--- src/rtl/multicycle_ctrl_fsm.sv ---
// Main control FSM for the multicycle ARM-subset datapath.
// Sequences fetch/decode/execute/memory/writeback and adds three things:
// a variable-latency memory handshake with an optional timeout fault,
// a multi-cycle multiply state and an illegal-instruction trap state.
module multicycle_ctrl_fsm #(
  parameter int unsigned MEM_HANDSHAKE = 1,
  parameter int unsigned TIMEOUT       = 16,
  parameter int unsigned MUL_CYCLES    = 3,
  parameter int unsigned CNT_W         = 5
) (
  input  logic       clk,
  input  logic       reset,
  input  logic [1:0] Op,
  input  logic [5:0] Funct,
  input  logic       IsMul,
  input  logic       mem_ready,
  output logic       IRWrite,
  output logic       NextPC,
  output logic       AdrSrc,
  output logic       ALUSrcA,
  output logic [1:0] ALUSrcB,
  output logic [1:0] ResultSrc,
  output logic       ALUOp,
  output logic       RegW,
  output logic       MemW,
  output logic       Branch,
  output logic       mul_start,
  output logic       illegal_instr,
  output logic       mem_fault,
  output logic [3:0] state_o
);

  typedef enum logic [3:0] {
    StFetch    = 4'd0,
    StDecode   = 4'd1,
    StMemAdr   = 4'd2,
    StMemRead  = 4'd3,
    StMemWb    = 4'd4,
    StMemWrite = 4'd5,
    StExecuteR = 4'd6,
    StExecuteI = 4'd7,
    StAluWb    = 4'd8,
    StBranch   = 4'd9,
    StUnknown  = 4'd10,
    StMulEx    = 4'd11,
    StFault    = 4'd12
  } state_e;

  localparam bit             HsEn        = (MEM_HANDSHAKE != 0);
  localparam bit             TimeoutEn   = HsEn && (TIMEOUT != 0);
  // Only meaningful when TimeoutEn is set; a zero TIMEOUT wraps harmlessly.
  localparam logic [CNT_W-1:0] TimeoutLast = CNT_W'(TIMEOUT - 1);
  localparam logic [CNT_W-1:0] MulLast     = CNT_W'(MUL_CYCLES - 1);

  state_e           state_q, state_d;
  logic [CNT_W-1:0] cnt_q, cnt_d;
  logic             mem_fault_q, mem_fault_d;

  logic rdy;
  logic wait_st;
  logic count_st;
  logic timeout;

  // Funct[4:1] belong to the ALU decoder, not to this sequencer.
  logic unused_funct;
  assign unused_funct = ^Funct[4:1];

  // With the handshake disabled every memory access completes immediately.
  assign rdy = mem_ready | ~HsEn;

  // Next-state decode, including the memory timeout override.
  always_comb begin
    state_d     = state_q;
    mem_fault_d = mem_fault_q;
    wait_st     = (state_q == StFetch) || (state_q == StMemRead) || (state_q == StMemWrite);
    timeout     = TimeoutEn && wait_st && (cnt_q == TimeoutLast) && !rdy;

    case (state_q)
      StFetch:    if (rdy) state_d = StDecode;
      StDecode: begin
        case (Op)
          2'b00: begin
            if (Funct[5])   state_d = StExecuteI;
            else if (IsMul) state_d = StMulEx;
            else            state_d = StExecuteR;
          end
          2'b01:   state_d = StMemAdr;
          2'b10:   state_d = StBranch;
          default: state_d = StUnknown;
        endcase
      end
      StMemAdr:   state_d = Funct[0] ? StMemRead : StMemWrite;
      StMemRead:  if (rdy) state_d = StMemWb;
      StMemWrite: if (rdy) state_d = StFetch;
      StExecuteR: state_d = StAluWb;
      StExecuteI: state_d = StAluWb;
      StMulEx:    if (cnt_q == MulLast) state_d = StAluWb;
      StMemWb:    state_d = StFetch;
      StAluWb:    state_d = StFetch;
      StBranch:   state_d = StFetch;
      StUnknown:  state_d = StFetch;
      StFault:    state_d = StFault;
      default:    state_d = StFetch;
    endcase

    // A completing access on the last allowed cycle never faults.
    if (timeout) begin
      state_d     = StFault;
      mem_fault_d = 1'b1;
    end
  end

  // Wait/multiply counter: cleared on any state change, saturating otherwise.
  always_comb begin
    count_st = wait_st || (state_q == StMulEx);
    if (state_d != state_q) begin
      cnt_d = '0;
    end else if (count_st && (cnt_q != '1)) begin
      cnt_d = cnt_q + 1'b1;
    end else begin
      cnt_d = cnt_q;
    end
  end

  // State, counter and sticky fault registers with synchronous reset.
  always_ff @(posedge clk) begin
    if (reset) begin
      state_q     <= StFetch;
      cnt_q       <= '0;
      mem_fault_q <= 1'b0;
    end else begin
      state_q     <= state_d;
      cnt_q       <= cnt_d;
      mem_fault_q <= mem_fault_d;
    end
  end

  // Moore datapath controls; FETCH strobes are qualified by rdy.
  always_comb begin
    IRWrite       = 1'b0;
    NextPC        = 1'b0;
    AdrSrc        = 1'b0;
    ALUSrcA       = 1'b0;
    ALUSrcB       = 2'b00;
    ResultSrc     = 2'b00;
    ALUOp         = 1'b0;
    RegW          = 1'b0;
    MemW          = 1'b0;
    Branch        = 1'b0;
    mul_start     = 1'b0;
    illegal_instr = 1'b0;
    case (state_q)
      StFetch: begin
        ALUSrcA   = 1'b1;
        ALUSrcB   = 2'b10;
        ResultSrc = 2'b10;
        IRWrite   = rdy;
        NextPC    = rdy;
      end
      StDecode: begin
        ALUSrcA   = 1'b1;
        ALUSrcB   = 2'b10;
        ResultSrc = 2'b10;
      end
      StExecuteR: ALUOp = 1'b1;
      StExecuteI: begin
        ALUSrcB = 2'b01;
        ALUOp   = 1'b1;
      end
      StMulEx: begin
        ALUOp     = 1'b1;
        mul_start = (cnt_q == '0);
      end
      StAluWb:  RegW = 1'b1;
      StMemAdr: ALUSrcB = 2'b01;
      StMemRead: AdrSrc = 1'b1;
      StMemWb: begin
        ResultSrc = 2'b01;
        RegW      = 1'b1;
      end
      StMemWrite: begin
        AdrSrc = 1'b1;
        MemW   = 1'b1;
      end
      StBranch: begin
        ALUSrcB   = 2'b01;
        ResultSrc = 2'b10;
        Branch    = 1'b1;
      end
      StUnknown: illegal_instr = 1'b1;
      default: ;
    endcase
  end

  assign mem_fault = mem_fault_q;
  assign state_o   = state_q;

endmodule

--- config.mk ---
export PLATFORM = sky130hd
export DESIGN_NAME = multicycle_ctrl_fsm
export DESIGN_NICKNAME = d
export VERILOG_FILES = /design/src/rtl/multicycle_ctrl_fsm.sv
export SDC_FILE = /design/constraint.sdc
export NUM_CORES = 1
export LEC_CHECK = 0
export BUFFER_PORTS_ARGS = -buffer_cell sky130_fd_sc_hd__clkbuf_2
export CORE_ASPECT_RATIO = 1.5
export CORE_MARGIN = 2
export CORE_UTILIZATION = 40
export CTS_BUF_LIST = sky130_fd_sc_hd__clkbuf_8
export CTS_CLUSTER_SIZE = 8
export DETAILED_ROUTE_END_ITERATION = 12
export PLACE_DENSITY_LB_ADDON = 0.15
export SYNTH_ARGS = -nofsm -noshare
export SYNTH_HDL_FRONTEND = slang
export SYNTH_SLANG_ARGS = --single-unit
--- constraint.sdc ---
create_clock -name clk -period 2.5 [get_ports clk]
set_input_delay 0.5 -clock clk [delete_from_list [all_inputs] [get_ports clk]]
set_output_delay 0.5 -clock clk [all_outputs]
set_load 0.02 [all_outputs]
Word level (Yosys, flattened, before mapping)
Index checks and enable logic that the tools add are counted.
W data, S select, Z words.
{ "word_totals": {"reg_bits": 10, "input_bits": 12, "output_inout_bits": 19, "wordCells": 61} }
{ "classes": {"addsub": 1, "n_eq_ne": 18, "n_mux": 21, "reduce_logical": 18} }
{ "op_table": {"columns": ["operator", "n"], "rows": [
  ["$pmux W4 S8", 1],
  ["$mux W4", 7],
  ["$eq A4 B4 Y1 const B", 5],
  ["$eq A4 B3 Y1 const B", 4],
  ["$pmux W4 S3", 1],
  ["$reduce_or A2 Y1", 5],
  ["$mux W1", 9],
  ["$reduce_or A3 Y1", 3],
  ["$eq A4 B2 Y1 const B", 2],
  ["$pmux W2 S2", 2],
  ["$add A5 B1 Y5 const B", 1],
  ["$eq A5 B2 Y1 const B", 1],
  ["$eq A5 B4 Y1 const B", 1],
  ["$logic_not A5 Y1", 1],
  ["$ne A5 B5 Y1 const B", 1],
  ["$eq A4 B1 Y1 const B", 1],
  ["$logic_not A4 Y1", 1],
  ["$ne A4 B4 Y1", 1],
  ["$logic_and A1 B1 Y1", 3],
  ["$logic_or A1 B1 Y1", 3],
  ["$mux W3", 1],
  ["$eq A2 B1 Y1 const B", 1],
  ["$eq A2 B2 Y1 const B", 1],
  ["$logic_not A2 Y1", 1],
  ["$logic_not A1 Y1", 1]
]} }

Logic depth before layout (Yosys ltp)
{ "logic_depth": {"depth_word": 8, "ltp_mapped": 9} }

Worst setup path before layout
Ideal clock, no wire load.
{ "synth_path": {"path_kind": "reg-to-reg", "from": "register cnt_q[0]", "to": "register cnt_q[0]", "arrival_time_ps": 2252, "required_ps": 2422, "setup_slack_ps": 170, "stages_incl_launch_ff": 10, "period_less_slack_ps": 2330, "cell_sequence": "dfxtp_1 ha_1 and3_1 ha_1 and2b_4 a21oi_2 or4b_4 a21o_1 a211o_1 nor3_1"} }
{ "synth_via": {"elab_chain_cells": 6, "elab_cells_between_ends": 12} }
{ "synth_rtl": {"columns": ["element", "line", "rtl"], "rows": [
  ["start, declared", "56", "logic [CNT_W-1:0] cnt_q, cnt_d;"],
  ["start signal, assigned", "133", "cnt_q <= cnt_d;"],
  ["$eq A5 B2 Y1 or $eq A5 B4 Y1 (tied branches)", "97, 76", null],
  ["$mux W4 or $logic_and A1 B1 Y1 (tied branches)", "97, 76", null],
  ["$pmux W4 S8 or $logic_and A1 B1 Y1 (tied branches)", "78, 76", null],
  ["$mux W4", "107", "if (timeout) begin"],
  ["$ne A4 B4 Y1", "116", "if (state_d != state_q) begin"],
  ["$reduce_or A2 Y1 (no line)", null, null]
]} }
Several ways; a longest one is shown, not always the timed one.
A chain may end at the register's enable or synchronous reset.

Worst setup path in the final report
{ "layout_path": {"from": "register cnt_q[0]", "to": "register cnt_q[3]"} }
Same word-level chain as after synthesis.

==> results by group <==
Outcome
  – Status: finished clean

Run
  – Max_cap viols: 0

Worst setup path
  – WP data required: 2660 ps
  – Worst r2r path cells: 9
  – Endpoint class of the critical path: register
  – Kind of critical path: register to register
  – CP Max Fanout: 6
  – WP data arrival: 2570 ps
  – Critical path launch point type: register

Synth
  – Synth top cells by count: nor2_1, dfxtp_1, nor3_1
  – Avg Inst Size Synth: 7.93 um^2
  – Syn Inst Count: 124
  – Leading area contributor after synthesis: dfxtp_1
  – Distinct cells, synth: 55
  – Sequential area share after synthesis: 0.204
  – Synthesized Nets: 141
  – Seq cells post-synth: 10
  – Synth top area share: 0.204
  – Main synth FF type: dfxtp_1
  – Post-Synthesis Cell Area: 983 um^2
  – Synth area leaders: dfxtp_1, ha_1, nor3_1
  – EDFF count, synth: 0
  – Most common cell in the netlist: nor2_1
  – Syn. warnings: 0
  – FFs w/ async S/R, synth: 0

Die
  – Core Area: 2390 um^2
  – FP Rows: 22
  – Die area: 2880 um^2
  – Starting density of the core: 0.411
  – Die width: 44.5 um
  – Chip height: 64.7 um
  – IO Pins: 31

Clock network
  – Hold_buf cts: 0
  – Max clock buf depth: 2
  – CTS tree: built
  – Clk sink count: 10
  – Clock tree root driver cell: clkbuf_8
  – Total CTS buffers: 3
  – Clk_lat worst skew: 230 ps
  – Clk slew on worst S/H paths: 50 ps
  – H-tree depth: 1

Global routing
  – Initial antenna violation count: 0
  – GRT overflow: 0
  – Number of global-route vias before repair: 1016
  – Largest net degree at the start of global routing: 11
  – First-pass GRT wire length: 4370 um
  – Tot GR Track Use: 0.200

Layout
  – Register Area: 200 um^2
  – Layout area overhead: 28.6%
  – Nets@finish: 177
  – Fin util: 0.528
  – Layout cells sized above 1: 0.409
  – # fillers: 252
  – Ant diodes: 0
  – Area of the multi-input gates: 722 um^2

STA
  – Setup TNS: 0 ps
  – Finish-stage setup viols: 0
  – Period utilization: 0.964
  – Final slew viol count: 0
  – Clock skew: 2.05 ps
  – RSZ-0062 raised after global routing: no
  – Worst setup margin: 89.9 ps
  – Hold Vio Cnt, Final: 0
  – Slew @ Worst Pin: 465 ps
  – Min Clock Period, post-route: 2410 ps
  – Fmax: 415 MHz
  – Relative slew slack: 0.688

Detailed routing
  – Final wirelength: 2560 um
  – DRC viols: 0
  – Initial DRT Pass Iterations: 4
  – Initial DRC count: 31
  – Vias: 1026
  – Routed vias/inst: 5.61
  – DRT antenna net count: 0
  – Routed WL per cell: 14.0 um

Worst hold path
  – Hold Crit Class: register to register
  – Hold Crit Depth: 2

Power
  – Worst vdd ir: 0.000573 V
  – Leak pwr: 0.000554 uW
  – Power per cell area: 637 nW/um^2

Placement
  – GP Congestion: 0.848
  – PortBufs: 26
  – Place WS: 50.5 ps
  – HPWL after DPL: 2100 um
[per-layer routing]
metal	track usage	wire, um	vias to the layer above
met5	0	0	-
met1	0.199	962	464
met3	0.0279	96	6
li1	-	-	522
met2	0.366	1430	34
met4	0.125	70	0
[cell type report]
class / instances / area share
clock buffers: 4 / 0.0435
inverters: 8 / 0.0237
flip-flops and latches: 10 / 0.158
repair buffers: 39 / 0.180
multi-input cells: 98 / 0.571
well taps: 24 / 0.0237
[kinds of logic after synthesis]
kind of cell	count (synthesis)	share of synthesized area
buffers and inverters	16	0.104
multiplexers	2	0.0216
flip-flops	10	0.204
adder cells (fa/ha/maj)	5	0.0636
AND/OR/NAND/NOR	56	0.335
XOR/XNOR	4	0.0356
AO/OA/AOI/OAI	31	0.237
[path summary, 6_finish.rpt]
kind	end	startpoint	slack (ps)
worst max-delay path	cnt_q[3]	cnt_q[0]	90
worst min-delay path	mem_fault	mem_fault	450
worst max register to register	cnt_q[3]	cnt_q[0]	90
worst min register to register	mem_fault	mem_fault	450
[per-stage QoR]
| stage | cell area, um^2 | hold WS [ps] | std cells | total power (uW) |
|---|---|---|---|---|
| 3_3_place_gp | 1170 | 437 | 179 | 583 |
| 2_1_floorplan | 983 | 516 | 124 | 487 |
| 5_1_grt | 1260 | 503 | 183 | 862 |
| 3_5_place_dp | 1170 | 445 | 179 | 586 |
| 4_1_cts | 1220 | 452 | 183 | 790 |
| 6_report | 1260 | 447 | 183 | 806 |
[critical path: stages (launching register included)]
cell,delay [ps]
dfxtp_1,330
ha_2,180
and3_4,190
ha_1,130
and2b_4,190
a21oi_2,70
or4b_4,540
a21o_1,180
a211o_4,360
nor3_2,170
[report_power, final]
part	total, uW	internal [uW]	switching [uW]
Clock	198	138	59.8
Sequential	202	177	25.0
Combinational	406	172	234
[what timing repair did]
item | in CTS | in global routing
buffers inserted | 0 | 0
endpoints found under the setup margin | 0 | 5
gates resized for setup | 0 | 8
[placed cells by master, fill, tap and decap left out, drive strengths merged, types with 2 or more instances in the layout]
| master | netlist | final |
|---|---|---|
| a211o | 2 | 2 |
| a21boi | 2 | 2 |
| a21o | 2 | 2 |
| a21oi | 5 | 5 |
| a31oi | 3 | 3 |
| and3 | 2 | 2 |
| buf | 6 | 13 |
| clkbuf | 2 | 30 |
| dfxtp | 10 | 10 |
| ha | 5 | 5 |
| inv | 8 | 8 |
| nand2 | 8 | 8 |
| nand2b | 2 | 2 |
| nand3 | 2 | 2 |
| nor2 | 12 | 12 |
| nor2b | 2 | 2 |
| nor3 | 11 | 11 |
| nor4b | 2 | 2 |
| o21ai | 3 | 3 |
| o22ai | 3 | 3 |
| o32ai | 2 | 2 |
| or2b | 3 | 3 |
| or4b | 2 | 2 |
| xnor2 | 2 | 2 |
| xor2 | 2 | 2 |
[sequential cells by signal, indices dropped and copies added (netlist names)]
register	count
cnt_q	5
mem_fault	1
state_o	4
No activity file was read; power rests on OpenSTA's default activity.
